==> src/rtl/stopwatch_pkg.sv <==
// Shared constants and types for the four-digit BCD stopwatch.
package stopwatch_pkg;

   localparam logic [3:0]  DIGIT_MAX      = 4'd9;
   localparam logic [3:0]  DP_PATTERN     = 4'b1101;
   localparam int unsigned TICK_DIV_50MHZ = 5_000_000;

   typedef logic [3:0] bcd_t;

endpackage

==> src/rtl/bcd_digit.sv <==
// One up/down BCD digit; cy fires when this digit wraps on an enabled step.
module bcd_digit
   import stopwatch_pkg::*;
(
   input  logic clk,
   input  logic reset,
   input  logic clr,
   input  logic en,
   input  logic up,
   output bcd_t q,
   output logic cy
);

   bcd_t q_q, q_d;

   always_comb begin
      q_d = q_q;
      if (en) begin
         if (up) q_d = (q_q == DIGIT_MAX) ? 4'd0 : q_q + 4'd1;
         else    q_d = (q_q == 4'd0) ? DIGIT_MAX : q_q - 4'd1;
      end
   end

   always_ff @(posedge clk) begin
      if (!reset)   q_q <= 4'd0;
      else if (clr) q_q <= 4'd0;
      else          q_q <= q_d;
   end

   assign q  = q_q;
   assign cy = en & (up ? (q_q == DIGIT_MAX) : (q_q == 4'd0));

endmodule

==> src/rtl/stopwatch_bcd.sv <==
// Tenths-of-a-second BCD stopwatch: prescaler, four chained digits, wrap pulse.
module stopwatch_bcd
   import stopwatch_pkg::*;
#(
   parameter int unsigned TICK_DIV = TICK_DIV_50MHZ
) (
   input  logic       clk,
   input  logic       reset,
   input  logic       go,
   input  logic       clr,
   input  logic       up,
   output bcd_t       d3,
   output bcd_t       d2,
   output bcd_t       d1,
   output bcd_t       d0,
   output logic [3:0] dp_out,
   output logic       ovf
);

   localparam int unsigned PW = $clog2(TICK_DIV);
   localparam logic [PW-1:0] P_LAST = PW'(TICK_DIV - 1);

   logic [PW-1:0] p_q, p_d;
   logic          tick;
   logic          ovf_q;
   logic [3:0]    en, cy;
   bcd_t          digit [4];

   always_comb begin
      tick = go && (p_q == P_LAST);
      p_d  = p_q;
      if (go) p_d = tick ? '0 : p_q + PW'(1);
   end

   always_ff @(posedge clk) begin
      if (!reset) begin
         p_q   <= '0;
         ovf_q <= 1'b0;
      end else if (clr) begin
         p_q   <= '0;
         ovf_q <= 1'b0;
      end else begin
         p_q   <= p_d;
         ovf_q <= cy[3];
      end
   end

   // Ripple enable: a digit steps only when every lower digit wraps this tick.
   assign en = {cy[2:0], tick};

   for (genvar i = 0; i < 4; i++) begin : g_digit
      bcd_digit u_digit (
         .clk   (clk),
         .reset (reset),
         .clr   (clr),
         .en    (en[i]),
         .up    (up),
         .q     (digit[i]),
         .cy    (cy[i])
      );
   end

   assign d0     = digit[0];
   assign d1     = digit[1];
   assign d2     = digit[2];
   assign d3     = digit[3];
   assign ovf    = ovf_q;
   assign dp_out = DP_PATTERN;

endmodule

==> config.mk <==
export PLATFORM = sky130hd
export DESIGN_NAME = stopwatch_bcd
export DESIGN_NICKNAME = d
export VERILOG_FILES = /design/src/rtl/stopwatch_pkg.sv /design/src/rtl/bcd_digit.sv /design/src/rtl/stopwatch_bcd.sv
export SDC_FILE = /design/constraint.sdc
export NUM_CORES = 1
export LEC_CHECK = 0
export BUFFER_PORTS_ARGS = -buffer_cell sky130_fd_sc_hd__buf_2
export CAP_MARGIN = 20
export CORE_MARGIN = 2
export CORE_UTILIZATION = 55
export CTS_BUF_LIST = sky130_fd_sc_hd__clkbuf_8
export CTS_CLUSTER_DIAMETER = 150
export DETAILED_ROUTE_END_ITERATION = 12
export PLACE_DENSITY = 0.85
export SKIP_LAST_GASP = 1
export SYNTH_ARGS = -nofsm -noshare
export SYNTH_HDL_FRONTEND = slang
export SYNTH_SLANG_ARGS = --single-unit
export TNS_END_PERCENT = 20
==> constraint.sdc <==
create_clock -name clk -period 2.6 [get_ports clk]
set_clock_uncertainty 0.2 [all_clocks]
set_input_delay 0.52 -clock clk [delete_from_list [all_inputs] [get_ports clk]]
set_output_delay 0.52 -clock clk [all_outputs]
set_load 0.005 [all_outputs]
==> run_results.csv, run 1 <==
group,metric,value,unit
grt,track_usage,22.7,%
clock_tree,cts-root-buf,"clkbuf_8",
timing,max_freq,0.414,GHz
logic_synthesis,synth_edf_count,0,
setup_path,worstSetupStartpointType,"register",
setup_path,critPathMaxFanout,6,
die,io_pins,26,
place,placed_area,0.00261,mm²
clock_tree,postCtsSetupRepairBufs,0,
flow_run,drv_cap,0,
setup_path,arrival,2.45,ns
detailed_routing,dr_total_vias,2332,
timing,worst_slew_pin_slew,0.506,ns
logic_synthesis,synth_seq_cells,40,
timing,fin_crit_sh,92.9,%
clock_tree,cts_made_buffers,5,
setup_path,cpPeakStageDelay,0.52,ns
clock_tree,cts_buffer_depth,2,
setup_path,r2r-start,"g_digit[0].u_digit.q[0]$_SDFFE_PP0N_",
logic_synthesis,yosys.area.top_type,"dfxtp_1",
clock_tree,cts_sinks,40,
setup_path,critical_path_required,2.63,ns
setup_path,rr_worst_depth,5,
setup_path,crit_type,"reg2reg",
logic_synthesis,syn_area,0.00240,mm²
clock_tree,cts_tree,"done",
timing,finalSetupViolCount,0,
pwr,sequentialPowerShare,51.8,%
logic_synthesis,synthFlopType,"dfxtp_1",
final_layout,fin_cells,389,
final_layout,diodes,0,
logic_synthesis,syn_avg_cell_area,7.67,µm²
logic_synthesis,synth_cells,313,
grt,grt_max_degree,22,
final_layout,fin_nets,342,
die,start_util,56.3,%
logic_synthesis,ys_seq_area_share,33.4,%
final_layout,area_growth,13.6,%
pwr,switchingPower,266,µW
min_path,min_path_cells,2,
grt,grt_pass1_vias,2061,
grt,antenna_found_initial,0,
run_status,outcome,"finished, final reports clean",
clock_tree,clock_latency,0.30,ns
final_layout,finish.utilization,63.9,%
place,io_buffers,21,
die,rows,24,
place,pre_cts_ws,-0.0870,ns
pwr,ir_drop,506,µV
pwr,internal_power,920,µW
logic_synthesis,synthTopCellsByArea,"dfxtp_1 33%, xor2_1 6.9%, nor2_1 6.3%",
final_layout,final_area,0.00273,mm²
logic_synthesis,synth_cell_type_count,50,
die,fp.dieArea,0.00491,mm²
pwr,powerDensity,435,mW/mm²
min_path,min-delay-start,"p_q[1]$_SDFFE_PP0P_",
pwr,p_clk_share,43.2,%
place,hpwl,3.69,mm
detailed_routing,viasPerCell,5.99,
setup_path,cp-end-kind,"register",
logic_synthesis,synth_warnings,0,
detailed_routing,routed_wl,5.43,mm
timing,relSlewSlack,66.0,%
timing,period_needed,2.42,ns
timing,final.setup.tns,0,ns
pwr,leakage,0.995,nW
die,coreArea,0.00426,mm²
logic_synthesis,synth_top_cell_area_share,33.4,%
grt,grt_pass1_wl,9.16,mm
final_layout,fill_cells,373,
timing,rsz0062_at_grt,"false",
clock_tree,htreeDepth,2,
detailed_routing,postRouteAntennaNets,0,
detailed_routing,wl_per_cell,14.0,µm
detailed_routing,firstDrtPassIters,4,
clock_tree,cts_hold_buf,0,
clock_tree,clk_pin_slew_worst_paths,0.08,ns
clock_tree,cts_resized,0,
die,die_x,70.1,µm
detailed_routing,drt-initial-drc-count,179,
place,dp.cells,381,
place,place_congestion,0.843,
pwr,p_comb_share,5.1,%
setup_path,cpMaxStageDelayCell,"or4b_4",
timing,hold_viol,0,
pwr,p_sw_share,22.4,%
grt,grt_overflow_total,0,
logic_synthesis,async_reset_ff_share,0,%
die,dieHeight,70.1,µm
setup_path,crit_path_cell_trace,"or3_1 > a211o_1 > or4b_4 > or4_1 > a21oi_1",
timing,finalWorstSetupSlack,0.184,ns
detailed_routing,drc,0,
min_path,hold_path.class,"reg2reg",
timing,slew_viol_final,0,
setup_path,critPathLaunch,"g_digit[0].u_digit.q[0]$_SDFFE_PP0N_",
final_layout,drive_gt1_share,16.0,%
==> synthesized netlist by cell type (3+ instances only) <==
cell      count
a21oi_1      18
a31oi_1       3
and3_1       10
and4_1        3
buf_4         4
clkbuf_1     18
dfxtp_1      40
inv_1         4
nand2_1      14
nand2b_1      6
nand3_1      20
nand4_1      11
nor2_1       40
nor2b_1       6
nor3_1       10
nor4_1        7
nor4b_1       4
o21ai_0      16
o22ai_1       4
o31ai_1       5
or3_1         6
or4_1         4
xnor2_1       8
xor2_1       19
==> flip-flops by register name, indices dropped and copies added, names as in the netlist <==
name / cells
ovf: 1
g_digit.u_digit.q: 16
p_q: 23
==> through the flow <==
stage / hold slack, ns / power [mW]
2_1_floorplan: 0.270 / 0.673
3_3_place_gp: 0.280 / 0.686
3_5_place_dp: 0.290 / 0.687
4_1_cts: 0.311 / 1.20
5_1_grt: 0.339 / 1.24
6_report: 0.303 / 1.19
==> metal layers <==
metal / global-route usage [%] / part of all wire [%]
met5: 0 / 0
met4: 10.5 / 1.5
met3: 5.19 / 4.6
met2: 37.1 / 49
met1: 28.3 / 45
==> final timing paths <==
check                                                             to  slack (ns)
worst max-delay path            g_digit[3].u_digit.q[1]$_SDFFE_PP0P_        0.18
worst min-delay path                             p_q[1]$_SDFFE_PP0P_        0.30
worst max register to register  g_digit[3].u_digit.q[1]$_SDFFE_PP0P_        0.18
worst min register to register                   p_q[1]$_SDFFE_PP0P_        0.30
==> critical path: cells and delay by family (launching register included) <==
kind             cells  cell delay [ns]
flip-flops           1             0.32
AND/OR/NAND/NOR      3             1.39
AO/OA/AOI/OAI        2             0.44
==> kinds of logic after synthesis <==
family / Yosys count / share of synthesized area [%]
buffers and inverters: 31 / 5.89
xor gates and xnor gates: 27 / 9.85
DFF: 40 / 33.4
other: 2 / 0.313
muxes: 2 / 0.834
and+or+nand+nor: 152 / 34.3
AOI/OAI and AO/OA: 58 / 15.0
adders and majority gates: 1 / 0.521
==> layout by cell type, fill, tap and decap left out, types with 6 or more instances in the layout <==
| master | n |
|---|---|
| a21oi_1 | 18 |
| and3_1 | 10 |
| buf_2 | 21 |
| buf_4 | 19 |
| dfxtp_1 | 40 |
| nand2_1 | 14 |
| nand2b_1 | 6 |
| nand3_1 | 20 |
| nand4_1 | 11 |
| nor2_1 | 40 |
| nor2b_1 | 6 |
| nor3_1 | 10 |
| nor4_1 | 7 |
| o21ai_0 | 16 |
| or3_1 | 6 |
| xnor2_1 | 8 |
| xor2_1 | 19 |
==> power by group through the flow <==
stage	combinational, mW	sequential (mW)	clock (mW)
floorplan	0.0444	0.628	0
detailed placement	0.0589	0.628	0
global route	0.0661	0.614	0.556
CTS	0.0595	0.614	0.528
finish	0.0600	0.614	0.512
global placement	0.0576	0.628	0
==> final cells by class <==
type / count / area [µm²] / share of cell area [%]
timing repair buffer: 41 / 268 / 9.83
tap: 52 / 65.1 / 2.39
sequential: 40 / 801 / 29.4
multi-input combinational: 244 / 1470 / 53.8
clock buffer: 5 / 68.8 / 2.53
clock inverter: 3 / 42.5 / 1.56
inverter: 4 / 15.0 / 0.551
(Power assumes the default switching activity.)
==> inputs of run 2 (changes only) <==
--- a/config.mk
+++ b/config.mk
@@ -8,13 +8,14 @@
 export BUFFER_PORTS_ARGS = -buffer_cell sky130_fd_sc_hd__buf_2
 export CAP_MARGIN = 20
 export CORE_MARGIN = 2
-export CORE_UTILIZATION = 55
+export CORE_UTILIZATION = 56
 export CTS_BUF_LIST = sky130_fd_sc_hd__clkbuf_8
 export CTS_CLUSTER_DIAMETER = 150
 export DETAILED_ROUTE_END_ITERATION = 12
-export PLACE_DENSITY = 0.85
+export PLACE_DENSITY = 0.86
 export SKIP_LAST_GASP = 1
 export SYNTH_ARGS = -nofsm -noshare
 export SYNTH_HDL_FRONTEND = slang
+export SYNTH_HIERARCHICAL = 1
 export SYNTH_SLANG_ARGS = --single-unit
 export TNS_END_PERCENT = 20
==> run_results.csv, run 2 <==
group,metric,value,unit
setup_path,rr_worst_depth,13,
final_layout,fill_cells,365,
place,io_buffers,21,
setup_path,critical_path_required,2.59,ns
die,rows,25,
final_layout,fin_nets,356,
logic_synthesis,yosysMostFrequentCell,"dfxtp_1",
setup_path,cp-end-kind,"register",
final_layout,area_growth,15.3,%
setup_path,rrSetupSlack,0.01,ns
flow_run,drv_cap,0,
logic_synthesis,ys_seq_area_share,29.9,%
pwr,leakage,1.08,nW
timing,max_freq,0.387,GHz
logic_synthesis,synth_commonest_cells,"40 x dfxtp_1, 23 x nor2_1, 19 x nand3_1",
min_path,holdPathEnd,"p_q[14]$_SDFFE_PP0P_",
clock_tree,cts_made_buffers,5,
setup_path,reg2reg_to,"g_digit[3].u_digit/q[3]$_SDFFE_PP0P_",
final_layout,final_cell_mix,"39 x dfxtp_1, 37 x buf_4, 23 x nor2_1",
place,hpwl,3.81,mm
logic_synthesis,synth_cell_type_count,45,
final_layout,final_common_cell,"dfxtp_1",
logic_synthesis,synthTopCellsByArea,"dfxtp_1 30%, xnor2_1 5.6%, nand3_1 3.5%",
grt,grt_max_degree,28,
logic_synthesis,synth_edf_count,0,
place,place_congestion,0.835,
setup_path,crit_buf_inv,2,
final_layout,diodes,0,
detailed_routing,routed_wl,5.74,mm
setup_path,worstSetupStartpointType,"register",
timing,final.setup.tns,0,ns
setup_path,cpMaxStageDelayCell,"dfxtp_4",
grt,grt_overflow_total,0,
timing,hold_viol,0,
logic_synthesis,synth_top_cell_area_share,29.9,%
setup_path,crit_path_cell_trace,"nor4_4 > nand3_2 > nor3_4 > nand2_1 > a21oi_2 > nand2_1 > a21oi_2 > nand2_1 > a21oi_2 > buf_4 > buf_4 > a32oi_2 > a311o_1",
logic_synthesis,yosys.area.top_type,"dfxtp_1",
clock_tree,cts-root-buf,"clkbuf_8",
timing,finalSetupViolCount,0,
setup_path,critPathMaxFanout,5,
detailed_routing,wl_per_cell,14.2,µm
setup_path,cpPeakStageDelay,0.35,ns
detailed_routing,dr_total_vias,2457,
clock_tree,clock_latency,0.29,ns
setup_path,r2r-start,"p_q[20]$_SDFFE_PP0P_",
die,start_util,57.6,%
final_layout,max_flop_register,"p_q",
grt,grt_pass1_wl,9.24,mm
clock_tree,cts_hold_buf,0,
detailed_routing,drt-initial-drc-count,98,
logic_synthesis,synthFlopType,"dfxtp_1",
timing,hold_ws,0.293,ns
logic_synthesis,synth_cells,316,
logic_synthesis,synth_seq_cells,40,
min_path,hold_path.class,"reg2reg",
logic_synthesis,syn_avg_cell_area,8.49,µm²
logic_synthesis,syn_area,0.00268,mm²
detailed_routing,drc,0,
die,coreArea,0.00466,mm²
die,io_pins,26,
die,die_x,73.2,µm
clock_tree,htreeDepth,2,
setup_path,cp_num_cells,13,
setup_path,crit_type,"reg2reg",
timing,period_needed,2.59,ns
detailed_routing,viasPerCell,6.07,
pwr,powerDensity,354,mW/mm²
die,dieHeight,73.2,µm
final_layout,largest_register_ff_count,23,
setup_path,arrival,2.57,ns
logic_synthesis,async_reset_ff_share,0,%
grt,antenna_found_initial,0,
detailed_routing,firstDrtPassIters,4,
detailed_routing,postRouteAntennaNets,0,
pwr,ir_drop,313,µV
clock_tree,clk_pin_slew_worst_paths,0.08,ns
timing,slew_viol_final,0,
grt,grt_pass1_vias,2060,
run_status,outcome,"finished, final reports clean",
final_layout,drive_gt1_share,29.3,%
logic_synthesis,synth_warnings,6,
min_path,min-delay-start,"p_q[14]$_SDFFE_PP0P_",
setup_path,crit_family,"simple AND/OR/NAND/NOR gates",
die,fp.dieArea,0.00536,mm²
clock_tree,cts_sinks,40,
min_path,min_path_cells,2,
timing,rsz0062_at_grt,"true",
clock_tree,cts_buffer_depth,2,
clock_tree,cts_tree,"done",
grt,track_usage,21.7,%
timing,fin_crit_sh,99.5,%
run 2: cell count changes in the layout (fill, tap and decap cells not counted), moves of 6 or more:
cell | previous run | this run
buf_4 | 19 | 37
nor2_1 | 40 | 23
a21oi_2 | 0 | 13
xor2_1 | 19 | 6
a21oi_1 | 18 | 7
o21ai_0 | 16 | 6
nand2b_1 | 6 | 15
xnor2_1 | 8 | 17
nor3_1 | 10 | 2
nand4_1 | 11 | 4
nor2b_1 | 6 | 12
run 2: cells by family after synthesis:
family	count (synthesis)	synth area share, %
buffers and inverters	39	8.82
other	2	0.280
xor gates and xnor gates	23	7.51
adders and majority gates	1	0.466
and+or+nand+nor	138	31.3
DFF	40	29.9
AOI/OAI and AO/OA	73	21.7
run 2: layer usage:
layer	global-route usage (%)	vias up	share of wire, %
met3	4.70	9	3.4
met4	7.00	0	1.4
met2	36.2	49	50
met1	27.8	1173	45
met5	0	-	0
li1	-	1226	-
run 2: power breakdown:
group / switching (mW) / internal (mW) / total [mW]
Clock: 0.212 / 0.209 / 0.421
Sequential: 0.000541 / 0.612 / 0.612
Combinational: 0.0389 / 0.0226 / 0.0615
Total: 0.252 / 0.843 / 1.09
run 2: final cells by class:
cell class | instances | area, µm² | area share, %
multi-input cells | 239 | 1730 | 55.8
flip-flops and latches | 40 | 805 | 26.0
repair buffers | 58 | 383 | 12.4
clock buffers | 6 | 82.6 | 2.67
well taps | 54 | 67.6 | 2.18
inverters | 6 | 22.5 | 0.728
clock inverters | 2 | 7.51 | 0.243
run 2: repair_timing:
item	4_1_cts	5_1_grt
gates cloned	0	0
setup buffers	0	6
gates resized for setup	4	11
setup endpoints to repair	2	7
pin swaps	1	4
run 2: worst reg2reg max path, delay by kind of cell (launching register included):
kind	cells	cell delay (ns)
AND/OR/NAND/NOR	6	0.91
AO/OA/AOI/OAI	5	0.76
flip-flops	1	0.35
buffers and inverters	2	0.24
run 2: how the worst max path moves through the flow:
stage | slack, ns | from | endpoint
6_report | 0.01 | p_q[20]$_SDFFE_PP0P_ | g_digit[3].u_digit/q[3]$_SDFFE_PP0P_
2_1_floorplan | -0.48 | go | g_digit[3].u_digit/q[3]$_SDFFE_PP0P_
5_1_grt | -0.18 | p_q[20]$_SDFFE_PP0P_ | g_digit[3].u_digit/q[3]$_SDFFE_PP0P_
3_3_place_gp | -0.02 | go | g_digit[3].u_digit/q[1]$_SDFFE_PP0P_
4_1_cts | 0.005 | p_q[12]$_SDFFE_PP0P_ | g_digit[3].u_digit/q[3]$_SDFFE_PP0P_
3_5_place_dp | -0.10 | go | g_digit[3].u_digit/q[3]$_SDFFE_PP0P_
run 2: through the flow:
step | cells | power (mW) | worst slack, ns | utilization [%] | cell area [µm²]
finish | 405 | 1.09 | 0.0131 | 66.4 | 3090
global route | 405 | 1.13 | -0.175 | 66.4 | 3090
CTS | 399 | 1.11 | 0.00473 | 64.3 | 3000
detailed placement | 391 | 0.688 | -0.104 | 62.1 | 2890
global placement | 391 | 0.686 | -0.0218 | 62.1 | 2890
floorplan | 318 | 0.677 | -0.477 | - | 2730
==> inputs of run 3 (changes only) <==
--- a/config.mk
+++ b/config.mk
@@ -5,14 +5,15 @@
 export SDC_FILE = /design/constraint.sdc
 export NUM_CORES = 1
 export LEC_CHECK = 0
+export ABC_AREA = 1
 export BUFFER_PORTS_ARGS = -buffer_cell sky130_fd_sc_hd__buf_2
 export CAP_MARGIN = 20
 export CORE_MARGIN = 2
-export CORE_UTILIZATION = 56
+export CORE_UTILIZATION = 55
 export CTS_BUF_LIST = sky130_fd_sc_hd__clkbuf_8
 export CTS_CLUSTER_DIAMETER = 150
 export DETAILED_ROUTE_END_ITERATION = 12
-export PLACE_DENSITY = 0.86
+export PLACE_DENSITY = 0.85
 export SKIP_LAST_GASP = 1
 export SYNTH_ARGS = -nofsm -noshare
 export SYNTH_HDL_FRONTEND = slang
==> run_results.csv, run 3 <==
group,metric,value,unit
flow_run,drv_cap,0,
timing,fin_crit_sh,97.0,%
die,rows,25,
detailed_routing,postRouteAntennaNets,0,
pwr,leakage,1.32,nW
final_layout,diodes,0,
final_layout,register_area,808,µm²
logic_synthesis,synth_warnings,6,
detailed_routing,firstDrtPassIters,4,
final_layout,multi_input_area,0.00160,mm²
setup_path,crit_type,"reg2reg",
grt,grt_overflow_total,0,
logic_synthesis,async_reset_ff_share,0,%
logic_synthesis,synth_seq_cells,40,
die,dieHeight,73.7,µm
place,dp.cells,518,
logic_synthesis,synthSimpleGateAreaFrac,44.5,%
place,hpwl,4.50,mm
timing,finalSetupViolCount,0,
die,start_util,56.9,%
logic_synthesis,synth_commonest_cells,"118 x nand2_1, 64 x nor2_1, 55 x inv_1",
detailed_routing,wl_per_cell,11.3,µm
logic_synthesis,yosysMostFrequentCell,"nand2_1",
clock_tree,cts_buffer_depth,2,
logic_synthesis,syn_avg_cell_area,6.13,µm²
final_layout,area_growth,15.7,%
setup_path,cp-end-kind,"register",
clock_tree,htreeDepth,2,
detailed_routing,viasPerCell,5.24,
logic_synthesis,synth_top_cell_area_share,30.0,%
logic_synthesis,synth_top_family_by_area,"simple AND/OR/NAND/NOR gates",
timing,rsz0062_at_grt,"true",
detailed_routing,drc,0,
grt,grt_max_degree,13,
setup_path,critical_path_required,2.64,ns
setup_path,arrival,2.56,ns
pwr,p_clk_share,42.6,%
logic_synthesis,synthMuxAreaShare,0,%
clock_tree,clk_pin_slew_worst_paths,0.07,ns
pwr,powerDensity,381,mW/mm²
detailed_routing,dr_total_vias,2767,
die,io_pins,26,
pwr,internal_power,918,µW
timing,final.setup.tns,0,ns
logic_synthesis,synth_xor_area_share,2.30,%
clock_tree,cts-root-buf,"clkbuf_8",
pwr,sequentialPowerShare,52.0,%
logic_synthesis,ys_seq_area_share,30.0,%
pwr,switchingPower,262,µW
place,pre_cts_ws,0.0550,ns
die,die_x,73.7,µm
place,place_congestion,0.960,
logic_synthesis,synthTopCellsByArea,"dfxtp_1 30%, nand2_1 17%, nor2_1 9.0%",
grt,grt_pass1_vias,2528,
timing,hold_viol,0,
detailed_routing,routed_wl,5.97,mm
min_path,hold_path.class,"reg2reg",
timing,hold_ws,0.332,ns
final_layout,drive_gt1_share,22.2,%
clock_tree,cts_tree,"done",
grt,grt_pass1_wl,10.3,mm
timing,max_freq,0.396,GHz
timing,slew_viol_final,0,
grt,antenna_found_initial,0,
setup_path,rrSetupSlack,0.08,ns
setup_path,critPathMaxFanout,5,
die,coreArea,0.00469,mm²
clock_tree,cts_made_buffers,5,
clock_tree,cts_sinks,40,
final_layout,final_cell_mix,"118 x nand2_1, 61 x nor2_1, 52 x inv_1",
logic_synthesis,synth-compound-area-share,9.18,%
grt,track_usage,23.9,%
pwr,p_comb_share,5.4,%
place,placed_area,0.00294,mm²
setup_path,worstSetupStartpointType,"register",
final_layout,finish.utilization,65.9,%
logic_synthesis,synth_fa_ha_area_share,0.468,%
final_layout,fin_cells,528,
final_layout,final_area,0.00309,mm²
logic_synthesis,synth_cells,436,
final_layout,max_flop_register,"p_q",
logic_synthesis,syn_area,0.00267,mm²
pwr,ir_drop,281,µV
final_layout,fill_cells,416,
logic_synthesis,synthFlopType,"dfxtp_1",
die,fp.dieArea,0.00543,mm²
logic_synthesis,yosys.area.top_type,"dfxtp_1",
pwr,p_sw_share,22.2,%
final_layout,largest_register_ff_count,23,
logic_synthesis,synth_cell_type_count,24,
pwr,report.power.total,1.18,mW
timing,finalWorstSetupSlack,0.0774,ns
final_layout,fin_nets,479,
logic_synthesis,synth_edf_count,0,
run_status,outcome,"finished, final reports clean",
clock_tree,clock_latency,0.30,ns
timing,period_needed,2.52,ns
place,io_buffers,21,
clock_tree,cts_hold_buf,0,
final_layout,final_common_cell,"nand2_1",
detailed_routing,drt-initial-drc-count,262,
-- run 3: cell type report --
| type | count | share of cell area, % |
|---|---|---|
| Tap cell | 54 | 2.19 |
| Timing Repair Buffer | 32 | 6.07 |
| Inverter | 72 | 10.5 |
| Sequential cell | 40 | 26.1 |
| Multi-Input combinational cell | 322 | 51.6 |
| Clock buffer | 5 | 2.23 |
| Clock inverter | 3 | 1.25 |
-- run 3: cells by family after synthesis --
family	count (synthesis)
buffers and inverters	76
DFF	40
adders and majority gates	1
xor gates and xnor gates	7
other	2
AOI/OAI and AO/OA	44
and+or+nand+nor	266
-- run 3: routing by layer --
metal	routed length (µm)	up-vias	share of wire [%]	GRT usage [%]
li1	-	1422	-	-
met1	2600	1256	44	27.6
met2	2990	74	50	41.7
met3	244	15	4.1	4.39
met4	133	0	2.2	11.9
met5	0	-	0	0
-- run 3: timing repair --
item,in CTS,in global routing
buffers inserted,0,2
setup endpoints to repair,0,5
resized for setup,0,6
-- run 3: power groups by stage --
stage | sequential, mW | combinational [mW] | clock, mW
6_report | 0.613 | 0.0633 | 0.503
3_3_place_gp | 0.629 | 0.0615 | 0
5_1_grt | 0.613 | 0.0704 | 0.540
2_1_floorplan | 0.628 | 0.0475 | 0
4_1_cts | 0.614 | 0.0628 | 0.519
3_5_place_dp | 0.629 | 0.0625 | 0
-- run 3: worst paths after layout --
check	startpoint	endpoint	cells after the start
max reg2reg	p_q[1]$_SDFFE_PP0P_	ovf$_SDFF_PP0_	15
max	p_q[1]$_SDFFE_PP0P_	ovf$_SDFF_PP0_	15
min reg2reg	p_q[19]$_SDFFE_PP0P_	p_q[19]$_SDFFE_PP0P_	2
min	p_q[19]$_SDFFE_PP0P_	p_q[19]$_SDFFE_PP0P_	2
-- run 3: critical path: stages (launching register included) --
cell	delay, ns
dfxtp_4	0.37
ha_4	0.14
nand3_1	0.09
nor2_2	0.13
nand3_2	0.11
nor2_4	0.10
inv_2	0.06
a211oi_4	0.19
inv_2	0.11
a211oi_4	0.25
inv_2	0.08
a211oi_4	0.18
inv_2	0.09
a211oi_2	0.22
inv_1	0.06
nor2_1	0.09
